### config.mk
export PLATFORM = sky130hd
export DESIGN_NAME = write_burst_ctrl
export DESIGN_NICKNAME = d
export VERILOG_FILES = /design/src/rtl/wb_ctrl_pkg.sv /design/src/rtl/wb_bank.sv /design/src/rtl/write_burst_ctrl.sv
export SDC_FILE = /design/constraint.sdc
export NUM_CORES = 1
export LEC_CHECK = 0
export BUFFER_PORTS_ARGS = -buffer_cell sky130_fd_sc_hd__clkbuf_2
export CAP_MARGIN = 30
export CORE_MARGIN = 2
export CORE_UTILIZATION = 31
export CTS_CLUSTER_SIZE = 28
export DETAILED_ROUTE_END_ITERATION = 6
export GPL_ROUTABILITY_DRIVEN = 0
export PLACE_DENSITY = 0.44
export REMOVE_ABC_BUFFERS = 1
export SLEW_MARGIN = 40
export SYNTH_ARGS = -nofsm -noshare
export SYNTH_HDL_FRONTEND = slang
export SYNTH_HIERARCHICAL = 1
export SYNTH_SLANG_ARGS = --single-unit
### constraint.sdc
create_clock -name clk -period 4.6 [get_ports clk]
set_clock_uncertainty 0.15 [all_clocks]
set_input_delay 0.46 -clock clk [delete_from_list [all_inputs] [get_ports clk]]
set_output_delay 0.46 -clock clk [all_outputs]
set_load 0.01 [all_outputs]
### src/rtl/wb_ctrl_pkg.sv
// rtl/wb_ctrl_pkg.sv - shared types and sizing for the write burst controller
package wb_ctrl_pkg;

  localparam int GROUP_LEN = 6;
  localparam int DATA_W    = 24;
  localparam int IDX_W     = $clog2(GROUP_LEN);
  localparam int CNT_W     = $clog2(GROUP_LEN + 1);

  typedef enum logic [2:0] {
    IDLE,
    FILL,
    ISSUE,
    RESP,
    DONE
  } wb_state_t;

  typedef enum logic {
    EMPTY,
    FULL
  } bank_state_t;

endpackage

### src/rtl/wb_bank.sv
// rtl/wb_bank.sv - one ping-pong pixel bank, synchronous write / asynchronous read
module wb_bank
  import wb_ctrl_pkg::*;
(
  input  logic              clk,
  input  logic              i_we,
  input  logic [IDX_W-1:0]  i_widx,
  input  logic [DATA_W-1:0] i_wdata,
  input  logic [IDX_W-1:0]  i_ridx,
  output logic [DATA_W-1:0] o_rdata
);

  logic [DATA_W-1:0] r_mem [GROUP_LEN];

  // Slot storage only; occupancy is tracked by the controller, so no reset is needed
  always_ff @(posedge clk) begin
    if (i_we) begin
      r_mem[i_widx] <= i_wdata;
    end
  end

  assign o_rdata = r_mem[i_ridx];

endmodule

### src/rtl/write_burst_ctrl.sv
// rtl/write_burst_ctrl.sv - ping-pong pixel packer and Avalon-MM write sequencer (option macro WRITE_BURST_EN)
module write_burst_ctrl
  import wb_ctrl_pkg::*;
#(
  parameter int                ADDR_W       = 32,
  parameter logic [ADDR_W-1:0] BASE_ADDR    = 32'h0080_0000,
  parameter int                ADDR_STRIDE  = 4,
  parameter int                FRAME_PIXELS = 307200
) (
  input  logic              clk,
  input  logic              n_rst,
  input  logic              start,
  input  logic [DATA_W-1:0] pixel_data,
  input  logic              pixel_done,
  output logic              pixel_ready,
  output logic [ADDR_W-1:0] master_address,
  output logic              master_write,
  output logic [31:0]       master_writedata,
`ifdef WRITE_BURST_EN
  output logic [3:0]        master_burstcount,
`endif
  input  logic              master_waitrequest,
  input  logic              master_writeresponsevalid,
  output logic              group_done,
  output logic              frame_done,
  output logic              busy,
  output logic              overflow
);

  localparam int FP_W = $clog2(FRAME_PIXELS + 1);
  localparam logic [IDX_W-1:0] LAST_IDX = IDX_W'(GROUP_LEN - 1);
  localparam logic [FP_W-1:0]  FRAME_END = FP_W'(FRAME_PIXELS);
`ifdef WRITE_BURST_EN
  localparam logic [CNT_W-1:0]  EXP_RESP  = CNT_W'(1);
  localparam logic [ADDR_W-1:0] GROUP_INC = ADDR_W'(GROUP_LEN * ADDR_STRIDE);
`else
  localparam logic [CNT_W-1:0]  EXP_RESP  = CNT_W'(GROUP_LEN);
  localparam logic [ADDR_W-1:0] BEAT_INC  = ADDR_W'(ADDR_STRIDE);
`endif

  wb_state_t         r_state;
  wb_state_t         w_state_nxt;
  bank_state_t       r_bank_st [2];
  logic              r_fill_sel;
  logic              r_drain_sel;
  logic [IDX_W-1:0]  r_fill_idx;
  logic [IDX_W-1:0]  r_beat_cnt;
  logic [CNT_W-1:0]  r_resp_cnt;
  logic [FP_W-1:0]   r_frame_pix;
  logic [ADDR_W-1:0] r_addr;
  logic              r_overflow;

  logic              w_start_go;
  logic              w_accept;
  logic              w_fill_last;
  logic              w_beat_acc;
  logic              w_last_beat;
  logic              w_resp_in;
  logic              w_close;
  logic [FP_W-1:0]   w_frame_pix_nxt;
  logic [DATA_W-1:0] w_rd0;
  logic [DATA_W-1:0] w_rd1;
  logic [DATA_W-1:0] w_rd_data;

  assign w_start_go      = start && (r_state == IDLE);
  assign w_accept        = pixel_done && pixel_ready;
  assign w_fill_last     = w_accept && (r_fill_idx == LAST_IDX);
  assign w_beat_acc      = (r_state == ISSUE) && !master_waitrequest;
  assign w_last_beat     = w_beat_acc && (r_beat_cnt == LAST_IDX);
  assign w_resp_in       = master_writeresponsevalid
                           && ((r_state == ISSUE) || (r_state == RESP))
                           && (r_resp_cnt < EXP_RESP);
  assign w_close         = (r_state == RESP) && (r_resp_cnt == EXP_RESP);
  assign w_frame_pix_nxt = r_frame_pix + FP_W'(GROUP_LEN);
  assign w_rd_data       = r_drain_sel ? w_rd1 : w_rd0;

  wb_bank u_bank0 (
    .clk     (clk),
    .i_we    (w_accept && !r_fill_sel),
    .i_widx  (r_fill_idx),
    .i_wdata (pixel_data),
    .i_ridx  (r_beat_cnt),
    .o_rdata (w_rd0)
  );

  wb_bank u_bank1 (
    .clk     (clk),
    .i_we    (w_accept && r_fill_sel),
    .i_widx  (r_fill_idx),
    .i_wdata (pixel_data),
    .i_ridx  (r_beat_cnt),
    .o_rdata (w_rd1)
  );

  // FSM state register
  always_ff @(posedge clk or negedge n_rst) begin
    if (!n_rst) begin
      r_state <= IDLE;
    end else begin
      r_state <= w_state_nxt;
    end
  end

  // Next state and bus/status outputs, all from registered state
  always_comb begin
    w_state_nxt      = r_state;
    master_write     = 1'b0;
    master_address   = '0;
    master_writedata = 32'h0;
`ifdef WRITE_BURST_EN
    master_burstcount = 4'd0;
`endif
    busy             = (r_state != IDLE);
    frame_done       = (r_state == DONE);
    group_done       = w_close;
    overflow         = r_overflow;
    pixel_ready      = (r_state != IDLE) && (r_bank_st[r_fill_sel] == EMPTY);
    unique case (r_state)
      IDLE: begin
        if (start) w_state_nxt = FILL;
      end
      FILL: begin
        if (r_bank_st[r_drain_sel] == FULL) w_state_nxt = ISSUE;
      end
      ISSUE: begin
        master_write     = 1'b1;
        master_address   = r_addr;
        master_writedata = {8'h00, w_rd_data};
`ifdef WRITE_BURST_EN
        master_burstcount = 4'(GROUP_LEN);
`endif
        if (w_last_beat) w_state_nxt = RESP;
      end
      RESP: begin
        if (w_close) w_state_nxt = (w_frame_pix_nxt == FRAME_END) ? DONE : FILL;
      end
      DONE: begin
        w_state_nxt = IDLE;
      end
      default: w_state_nxt = IDLE;
    endcase
  end

  // Bank occupancy and ping-pong selectors; a fill and a close land on opposite banks
  always_ff @(posedge clk or negedge n_rst) begin
    if (!n_rst) begin
      r_bank_st[0] <= EMPTY;
      r_bank_st[1] <= EMPTY;
      r_fill_sel   <= 1'b0;
      r_drain_sel  <= 1'b0;
      r_fill_idx   <= '0;
    end else if (w_start_go) begin
      r_bank_st[0] <= EMPTY;
      r_bank_st[1] <= EMPTY;
      r_fill_sel   <= 1'b0;
      r_drain_sel  <= 1'b0;
      r_fill_idx   <= '0;
    end else begin
      for (int b = 0; b < 2; b++) begin
        if (w_close && (r_drain_sel == 1'(b))) begin
          r_bank_st[b] <= EMPTY;
        end else if (w_fill_last && (r_fill_sel == 1'(b))) begin
          r_bank_st[b] <= FULL;
        end
      end
      if (w_accept) begin
        if (w_fill_last) begin
          r_fill_idx <= '0;
          r_fill_sel <= ~r_fill_sel;
        end else begin
          r_fill_idx <= r_fill_idx + IDX_W'(1);
        end
      end
      if (w_close) begin
        r_drain_sel <= ~r_drain_sel;
      end
    end
  end

  // Beat, response and frame progress counters
  always_ff @(posedge clk or negedge n_rst) begin
    if (!n_rst) begin
      r_beat_cnt  <= '0;
      r_resp_cnt  <= '0;
      r_frame_pix <= '0;
    end else if (w_start_go) begin
      r_beat_cnt  <= '0;
      r_resp_cnt  <= '0;
      r_frame_pix <= '0;
    end else begin
      if (w_beat_acc) begin
        r_beat_cnt <= w_last_beat ? '0 : r_beat_cnt + IDX_W'(1);
      end
      if (w_close) begin
        r_resp_cnt  <= '0;
        r_frame_pix <= w_frame_pix_nxt;
      end else if (w_resp_in) begin
        r_resp_cnt <= r_resp_cnt + CNT_W'(1);
      end
    end
  end

  // Write address: per accepted beat for single writes, per closed group for bursts
  always_ff @(posedge clk or negedge n_rst) begin
    if (!n_rst) begin
      r_addr <= BASE_ADDR;
    end else if (w_start_go) begin
      r_addr <= BASE_ADDR;
`ifdef WRITE_BURST_EN
    end else if (w_close) begin
      r_addr <= r_addr + GROUP_INC;
`else
    end else if (w_beat_acc) begin
      r_addr <= r_addr + BEAT_INC;
`endif
    end
  end

  // Sticky overflow: a pixel offered while no fill bank was free
  always_ff @(posedge clk or negedge n_rst) begin
    if (!n_rst) begin
      r_overflow <= 1'b0;
    end else if (w_start_go) begin
      r_overflow <= 1'b0;
    end else if (pixel_done && !pixel_ready) begin
      r_overflow <= 1'b1;
    end
  end

endmodule
Word-level counts from Yosys, hierarchy flattened
Memories as Yosys holds them, arrays and structs flattened.
Cells that the tools add are included.
{"block": "totals", "regBits": 68, "ram_bits": 288, "in_bits": 30, "output_inout_bits": 70, "word_cells": 115, "mem_count": 2}
{"block": "classes", "add_sub_neg": 5, "n_lt_le_gt_ge": 3, "n_eq_ne": 12, "n_mux": 45, "bitwise_logic": 5, "reduce_logical": 32}
{"memory": "u_bank0.r_mem", "words": 6, "width": 24, "read_ports": 1, "rd_clocked_by_memory_dff": 0, "write_ports": 1, "line": "wb_bank.sv:13", "source": "logic [DATA_W-1:0] r_mem [GROUP_LEN];"}
{"memory": "u_bank1.r_mem", "words": 6, "width": 24, "read_ports": 1, "rd_clocked_by_memory_dff": 0, "write_ports": 1, "line": "wb_bank.sv:13"}
{"cell": "$mux W32", "n": 3}
{"cell": "$mux W24", "n": 2}
{"cell": "$mux W3", "n": 14}
{"cell": "$mux W19", "n": 2}
{"cell": "$add A32 B3 Y32 const B", "n": 1}
{"cell": "$mux W1", "n": 22}
{"cell": "$add A19 B3 Y19 const B", "n": 1}
{"cell": "$eq A19 B19 Y1 const B", "n": 1}
{"cell": "$logic_and A1 B1 Y1", "n": 16}
{"cell": "$eq A3 B3 Y1 const B", "n": 4}
{"cell": "$pmux W3 S4", "n": 1}
{"cell": "$reduce_bool A3 Y1", "n": 4}
{"cell": "$reduce_bool A2 Y1", "n": 5}
{"cell": "$add A3 B1 Y3 const B", "n": 3}
{"cell": "$ne A2 B2 Y1 const B", "n": 4}
{"cell": "$eq A3 B2 Y1 const B", "n": 2}
{"cell": "$ge A2 B2 Y1 const B", "n": 2}
{"cell": "$not A1 Y2", "n": 2}
{"cell": "$reduce_and A4 Y1", "n": 1}
{"cell": "$eq A3 B1 Y1 const B", "n": 1}
{"cell": "$logic_not A1 Y1", "n": 3}
{"cell": "$logic_not A3 Y1", "n": 1}
{"cell": "$lt A3 B3 Y1 const B", "n": 1}
{"cell": "$not A1 Y1", "n": 3}
{"cell": "3 further kinds", "n": 3}

Logic depth before layout (Yosys ltp)
Gate-level depths: netlist of the first run.
{"block": "depth", "ltp_word": 12, "ltp_mapped": 10, "depth_no_buf": 8}

Cells and area by module
Netlist of the first run, hierarchy kept.
{"mod": "wb_bank", "instances": 2, "cells_per_inst": 292, "area_each_um2": 5621.6, "seq_area_each_um2": 4324.1}
{"mod": "write_burst_ctrl", "instances": 1, "cells_per_inst": 498, "area_each_um2": 4247.8, "seq_area_each_um2": 1627.8}

Worst setup path after synthesis of the first run
Ideal clock, no wire load.
{"block": "synth_timing", "path_type": "reg-to-reg", "startpoint": "reg r_state[0]", "endpoint": "mem u_bank0.r_mem[1][0], enable pin", "setup_time_ns": 0.435, "t_arrival_ns": 3.325, "t_required_ns": 4.015, "path_slack_ns": 0.690, "stages_incl_launch_ff": 7, "n_path_buf": 0, "period_less_slack_ns": 3.910, "cell_sequence": "dfrtp_1 > nor3_1 > a211oi_1 > nand2_1 > nor2_1 > nand2_1 > nor3_1"}
{"block": "synth_between", "elab_chain_cells": 6}
{"item": "start: declaration", "line": "write_burst_ctrl.sv:41", "source": "wb_state_t r_state;"}
{"item": "start signal: assignment", "line": "write_burst_ctrl.sv:100", "source": "r_state <= w_state_nxt;"}
{"item": "$reduce_bool A3 Y1", "line": "write_burst_ctrl.sv:117", "source": "pixel_ready = (r_state != IDLE) && (r_bank_st[r_fill_sel] == EMPTY);"}
{"item": "$logic_and A1 B1 Y1", "line": "write_burst_ctrl.sv:117"}
{"item": "named net pixel_ready", "line": "write_burst_ctrl.sv:15", "source": "output logic pixel_ready,"}
{"item": "$logic_and A1 B1 Y1", "line": "write_burst_ctrl.sv:66", "source": "assign w_accept = pixel_done && pixel_ready;"}
{"item": "$logic_and A1 B1 Y1", "line": "write_burst_ctrl.sv:79", "source": ".i_we (w_accept && !r_fill_sel),"}
{"item": "$mux W1", "line": "wb_bank.sv:17", "source": "if (i_we) begin"}
{"item": "$mux W1 (not written as such)", "line": "wb_bank.sv:18", "source": "r_mem[i_widx] <= i_wdata;"}
{"item": "end: declaration", "line": "wb_bank.sv:13"}
The timed path passes the listed nets, and every way through them passes these cells.

Final worst setup path of the first run
{"block": "layout_timing", "startpoint": "reg r_beat_cnt[0]", "endpoint": "out master_writedata[15]"}
{"block": "layout_between", "elab_chain_cells": 3, "elab_cells_between_ends": 4, "cone_classes": "mux: 2; memory: 2"}
{"item": "start: declaration", "line": "write_burst_ctrl.sv:47", "source": "logic [IDX_W-1:0] r_beat_cnt;"}
{"item": "start signal: assignment", "line": "write_burst_ctrl.sv:192", "source": "r_beat_cnt <= w_last_beat ? '0 : r_beat_cnt + IDX_W'(1);"}
{"item": "$mem_v2 Z6 W24"}
{"item": "named net w_rd0[15]", "line": "write_burst_ctrl.sv:61", "source": "logic [DATA_W-1:0] w_rd0;"}
{"item": "$mux W24", "line": "write_burst_ctrl.sv:75", "source": "assign w_rd_data = r_drain_sel ? w_rd1 : w_rd0;"}
{"item": "$mux W24", "line": "write_burst_ctrl.sv:118", "source": "unique case (r_state)"}
{"item": "end: declaration", "line": "write_burst_ctrl.sv:18", "source": "output logic [31:0] master_writedata,"}
The timed path passes the listed nets, and every way through them passes these cells.

==> run metrics, run 1 <==
status finished, final reports clean; Synth Flop Type edfxtp_1; RSZ-0062 raised after global routing no; multi-input logic area 0.00476 mm2; max-slew violations 0; cts repair resizes 0; CP Class reg2out; CP delay by family, top flip-flops; Post-synth ARST share 18.4%; PwrDens 544 mW/mm2; Crit-path slowest cell dfrtp_4; total grt overflow 0; critical path capture point type output pin; Tot Pwr 9.90 mW; Ant. Diodes 0; Non-Filler Cell Area, Final 0.0182 mm2; Mapped Cells 1082; fin crit period 3580 ps; commonest non-fill, non-tap cell in the layout edfxtp_1; die area 0.0518 mm2; CTS tree built; critical path cell sequence buf_4, mux2i_1, a22o_1, a21oi_1, mux2i_1, nor2_1, clkbuf_2; Setup Fix Bufs, Post-CTS 0; Max Cap Viol 0; Tot GR Track Use 14.8%; remaining antenna violation count 0; Reg area 0.0103 mm2; worst-margin pin slew 774 ps; CTS root buf clkbuf_16; vias per cell 4.82; Crit Path Max Fanout 34; Hold Slack 86.4 ps; Yosys Warn Count 6; headroom to the max-slew limit 48.4%; die width 228 um; Startpoint Class register; most frequent cells in the layout 288 x edfxtp_1, 170 x mux2i_1, 88 x clkbuf_2; FILL cells 4750; number of synthesized flops with an enable pin 288; Pleak 6.72 nW; Initial Util 31.5%; synth unique cells 64; antenna violations before repair 2; DRC 0; WL final 37.9 mm; CTS Sinks 353; Synth Cell Area 0.0155 mm2; dpl hpwl 23.1 mm; Yosys reg bits 353; layout cells sized above 1 19.0%; H-tree depth 2; total I/O pin count 100; Post-layout nets 1229; largest net degree at the start of global routing 50; post-synthesis sequential area ratio 66.3%; first-pass GRT wire length 57.4 mm; number of global-route vias before repair 9238; fmax 0.279 GHz; via count 9093; Core ar. 0.0492 mm2; buffer and inverter count on the worst path 2; hold buffers post-CTS 1; Reg clk slew, reported paths 60 ps; Data required, critical path 3990 ps; clock latency on the worst-skew pair 560 ps; Die Height 228 um; Tcrit/Tclk final 77.8%; Rows 81; VDD IR max 0.324 mV; CTS Buf Count 43; Routed WL per cell 20.1 um; PortBufs 89; DR iter-0 viols 560; average size of a mapped cell 14.3 um2; Hold Vio Cnt, Final 0; crit path DAT 2970 ps; Final Setup Violations 0; crit-path max cell delay 850 ps; crit-path most repeated cell mux2i_1; drt first pass iters 5; Hold/Removal Path Class in2reg; Placed Area 0.0168 mm2; Synth-to-Final Area Change 17.5%; Max clock buf depth 3
-- cells in the mapped netlist (5+ instances only) --
master      n  share of area (%)
clkbuf_1   20               0.48
edfxtp_1  288                 56
nor2_1     92                2.2
nand2b_1    9               0.36
nand2_1    36               0.87
xor2_1     23                1.3
and4_1      7               0.40
dfrtp_1    64                 10
buf_8       6               0.58
inv_1      13               0.32
or3_1       5               0.20
a21oi_2     8               0.45
nand3_1    15               0.48
xnor2_1    11               0.62
mux2i_1   170                 11
nand4_1    14               0.57
a31oi_1     6               0.24
buf_4      12               0.58
nor3_1     10               0.32
and2_1      5               0.20
a21oi_1    59                1.9
o21ai_0    33                1.1
and3_1     30                1.2
buf_6      12               0.87
a22o_1     51                2.9
ha_1        8               0.65
buf_2      12               0.39
-- worst paths after layout --
kind / startpoint / endpoint / slack (ps) / depth (start not counted)
max: r_beat_cnt[0] / master_writedata[15] / 1020 / 7
min: pixel_data[4] / u_bank0/r_mem[4][4] / 90 / 1
max reg2reg: r_state[0] / u_bank0/r_mem[4][13] / 1620 / 8
min reg2reg: overflow / overflow / 360 / 2
max in group asynchronous: n_rst / r_addr[29] / 2990 / 3
min in group asynchronous: n_rst / r_addr[15] / 320 / 2
-- flip-flops by register name (all words and copies together), names as in the netlist --
name and cells:
overflow 1, r_addr 30, r_bank_st 2, r_beat_cnt 3, r_drain_sel 1, r_fill_idx 3, r_fill_sel 1, r_frame_pix 18
r_resp_cnt 3, r_state 3, u_bank0/r_mem 144, u_bank1/r_mem 144
-- stage by stage --
| step | TNS [ps] | setup slack (ps) | utilization (%) | std cells |
|---|---|---|---|---|
| 6_report | 0 | 1020 | 37.0 | 1888 |
| 5_1_grt | 0 | 844 | 37.0 | 1888 |
| 4_1_cts | 0 | 946 | 37.0 | 1888 |
| 3_5_place_dp | 0 | 1560 | 34.2 | 1809 |
| 3_3_place_gp | 0 | 1470 | 33.6 | 1795 |
| 2_1_floorplan | -45240 | -1600 | - | 1022 |
-- logic make-up (layout without fill, tap and decap cells) --
logic type | count (synthesis) | in the layout | synth area share [%]
mux | 171 | 171 | 11.1
compound gates | 180 | 180 | 7.75
simple gates | 252 | 252 | 8.42
fa+ha+maj | 8 | 8 | 0.646
flops | 353 | 353 | 66.3
buf+inv | 83 | 216 | 3.84
other cells | 1 | 10 | 0.0242
xor+xnor | 34 | 34 | 1.92
-- power by group --
part / leakage (nW) / total [mW] / internal, mW / switching [mW]
Sequential: 3.48 / 4.04 / 3.77 / 0.265
Combinational: 2.57 / 2.62 / 1.04 / 1.58
Clock: 0.664 / 3.24 / 1.90 / 1.34
Total: 6.72 / 9.90 / 6.72 / 3.18
-- worst register-to-register path: stages, from the launching register on --
cell	delay (ps)
dfrtp_1	480
nor3_1	150
a211oi_1	520
nand2_1	270
nor2_1	200
nand2b_1	190
nor2_4	360
buf_16	200
buf_16	160
-- cell type report --
type / instances / share of cell area [%]
Sequential cell: 353 / 56.5
Multi-Input combinational cell: 655 / 26.2
Clock buffer: 48 / 6.07
Timing Repair Buffer: 124 / 5.03
Tap cell: 664 / 4.57
Clock inverter: 30 / 1.36
Inverter: 14 / 0.289
-- per-layer routing --
| layer | vias to the layer above | share of wire, % | global-route usage (%) |
|---|---|---|---|
| li1 | 4312 | - | - |
| met1 | 4583 | 48 | 20.7 |
| met2 | 141 | 46 | 23.3 |
| met3 | 53 | 3.5 | 3.11 |
| met4 | 4 | 2.0 | 3.96 |
| met5 | - | 0.087 | 0 |
(Power assumes the default switching activity.)
==> inputs of run 2 (changes only) <==
ABC_AREA = 1   (was not set)
PLACE_DENSITY = 0.46   (was 0.44)
clock period = 3.1 ns   (was 4.6 ns; I/O delays follow)
==> run 2 against run 1 <==
The flow now finishes with violations (negative hold slack). Combinational power up 85%. Power up 57%. Worst hold slack worse by 92 ps. Register-to-register slack worse by 1300 ps. Largest power group unchanged.
==> run metrics, run 2 <==
VDD IR max 0.358 mV; FILL cells 5053; dpl hpwl 25.6 mm; CTS Buf Count 41; number of global-route vias before repair 11100; WL final 42.3 mm; clock latency on the worst-skew pair 560 ps; CP delay by family, top buffers and inverters; XOR/XNOR Fraction of Synth Area 0.111%; antenna violations before repair 1; Crit Path Max Fanout 46; Tcrit/Tclk final 94.1%; Yosys Warn Count 6; Startpoint Class register; total grt overflow 0; Non-Filler Cell Area, Final 0.0187 mm2; DRT met1 WL 20.5 mm; Max Cap Viol 0; fmax 0.343 GHz; Synth Cell Area 0.0158 mm2; critical path cell sequence clkinv_8, buf_4, nand2_1, nand3_1, nand3_1, nand2_1, nand2_1, a21oi_1, clkbuf_2; number of synthesized flops with an enable pin 288; largest family of logic cells by synthesized area simple AND/OR/NAND/NOR gates; Die Height 230 um; Rows 82; remaining antenna violation count 0; CP Class reg2out; commonest non-fill, non-tap cell in the layout nand2_1; Routed WL per cell 17.7 um; Synth-to-Final Area Change 18.0%; CTS Sinks 353; commonest cells in the netlist 426 x nand2_1, 288 x edfxtp_1, 198 x nor2_1; H-tree depth 2; top cell type's share of synthesized area 54.7%; RSZ-0062 raised after global routing no; CTS tree built; vias per cell 4.74; first-pass GRT wire length 65.7 mm; crit-path max cell delay 610 ps; Hold/Removal Path Class in2reg; drt first pass iters 5; Tot Pwr 15.5 mW; crit-path most repeated cell nand2_1; complex-gate fraction of the synthesized area 5.55%; count leader, synth nand2_1; Hold Slack -5.52 ps; status complete, but fails checks; WL met2 19.1 mm; Tot GR Track Use 16.0%; DRC 0; headroom to the max-slew limit 52.5%; Max clock buf depth 3; Mapped Cells 1559; Largest regs u_bank0/r_mem (144), u_bank1/r_mem (144), r_addr (30); post-synthesis sequential area ratio 65.0%; Reg clk slew, reported paths 60 ps; Placed Area 0.0171 mm2; max-slew violations 0; cell taking the most area after synthesis edfxtp_1; Crit-path slowest cell dfrtp_4; via count 11300; Pleak 7.25 nW; PwrDens 830 mW/mm2; Data required, critical path 2640 ps; Post-Synth Adder-Cell Area 0.633%; critical path capture point type output pin; crit path DAT 2460 ps; Post-layout nets 1729; Hold Vio Cnt, Final 12; DR iter-0 viols 942; met3 wire len 1.73 mm; layout cells sized above 1 13.8%; die area 0.0529 mm2; Core ar. 0.0503 mm2; Yosys reg bits 353; worst-margin pin slew 712 ps; most frequent cells in the layout 426 x nand2_1, 288 x edfxtp_1, 186 x nor2_1; Synth Flop Type edfxtp_1; failing checks negative hold slack; mux contribution to synthesized area 0%; average size of a mapped cell 10.1 um2; buffer and inverter count on the worst path 3; simple-gate share of the synthesized area 22.7%; PortBufs 89; Max Used Layer met5; total I/O pin count 100; die width 230 um; largest net degree at the start of global routing 62; Synth area leaders edfxtp_1 55%, dfrtp_1 10%, nand2_1 10%; Initial Util 31.5%; CTS root buf clkbuf_16; synth unique cells 43; fin crit period 2920 ps; Post-synth ARST share 18.4%; Final Setup Violations 0
==> run 2: cell count changes after synthesis, sizes merged, moves of 11 or more <==
cell	change
inv	+95
xnor2	-11
a21oi	-12
and3	-31
o22ai	+14
a22o	-50
buf	+16
xor2	-21
mux2i	-170
o21ai	+51
nand3	+159
nand2	+395
nor2	+112
==> run 2: stage by stage <==
step | cells | setup TNS (ps) | hold slack, ps | setup slack [ps] | util, %
floorplan | 1492 | -28260 | -136 | -1060 | -
global placement | 2292 | 0 | 298 | 360 | 34.0
detailed placement | 2292 | 0 | 295 | 368 | 34.0
CTS | 2390 | 0 | 1.74 | 53.9 | 37.0
global route | 2391 | 0 | 21.3 | 7.17 | 37.1
finish | 2392 | 0 | -5.52 | 183 | 37.1
==> run 2: worst paths after layout <==
path | startpoint | endpoint | slack [ps] | cells past startpoint
min | pixel_data[21] | u_bank0/r_mem[2][21] | -6 | 1
min reg2reg | r_addr[29] | r_addr[29] | 370 | 1
max | r_beat_cnt[0] | master_writedata[1] | 180 | 9
min in group asynchronous | n_rst | r_frame_pix[16] | 90 | 2
max reg2reg | r_state[0] | u_bank0/r_mem[2][19] | 360 | 9
max in group asynchronous | n_rst | r_addr[23] | 2110 | 3
==> run 2: repair_timing <==
action / 4_1_cts / 5_1_grt
hold buffers: 25 / 0
cloned: 0 / 1
hold endpoints to repair: 274 / 0
resized for setup: 4 / 3
endpoints found under the setup margin: 12 / 5
setup buffers: 2 / 0
==> run 2: area by class of cell <==
| type | instances | area, um2 | area share [%] |
|---|---|---|---|
| antenna | 1 | 2.50 | 0.0134 |
| clock buffer | 49 | 1080 | 5.77 |
| clock inverter | 22 | 178 | 0.952 |
| inverter | 110 | 440 | 2.36 |
| multi-input combinational | 1029 | 4710 | 25.2 |
| sequential | 353 | 10300 | 55.1 |
| tap | 672 | 841 | 4.51 |
| timing repair buffer | 156 | 1130 | 6.05 |
==> run 2: logic make-up (layout without fill, tap and decap cells) <==
| family | after synthesis | count (layout) |
|---|---|---|
| XOR/XNOR | 2 | 2 |
| adder cells (fa/ha/maj) | 8 | 8 |
| AO/OA/AOI/OAI | 166 | 166 |
| AND/OR/NAND/NOR | 843 | 843 |
| flip-flops | 353 | 353 |
| buffers and inverters | 186 | 337 |
| other | 1 | 11 |
==> run 2: per-layer routing <==
metal,vias up,GRT usage (%)
met3,64,2.39
met2,251,25.5
met5,-,0
met1,5504,22.6
li1,5527,-
met4,2,4.62
==> run 2: power by group <==
part / total (mW) / leakage, nW / internal [mW] / switching, mW
combinational: 4.84 / 3.17 / 1.49 / 3.35
clock: 4.59 / 0.610 / 2.64 / 1.95
sequential: 6.06 / 3.46 / 5.70 / 0.363
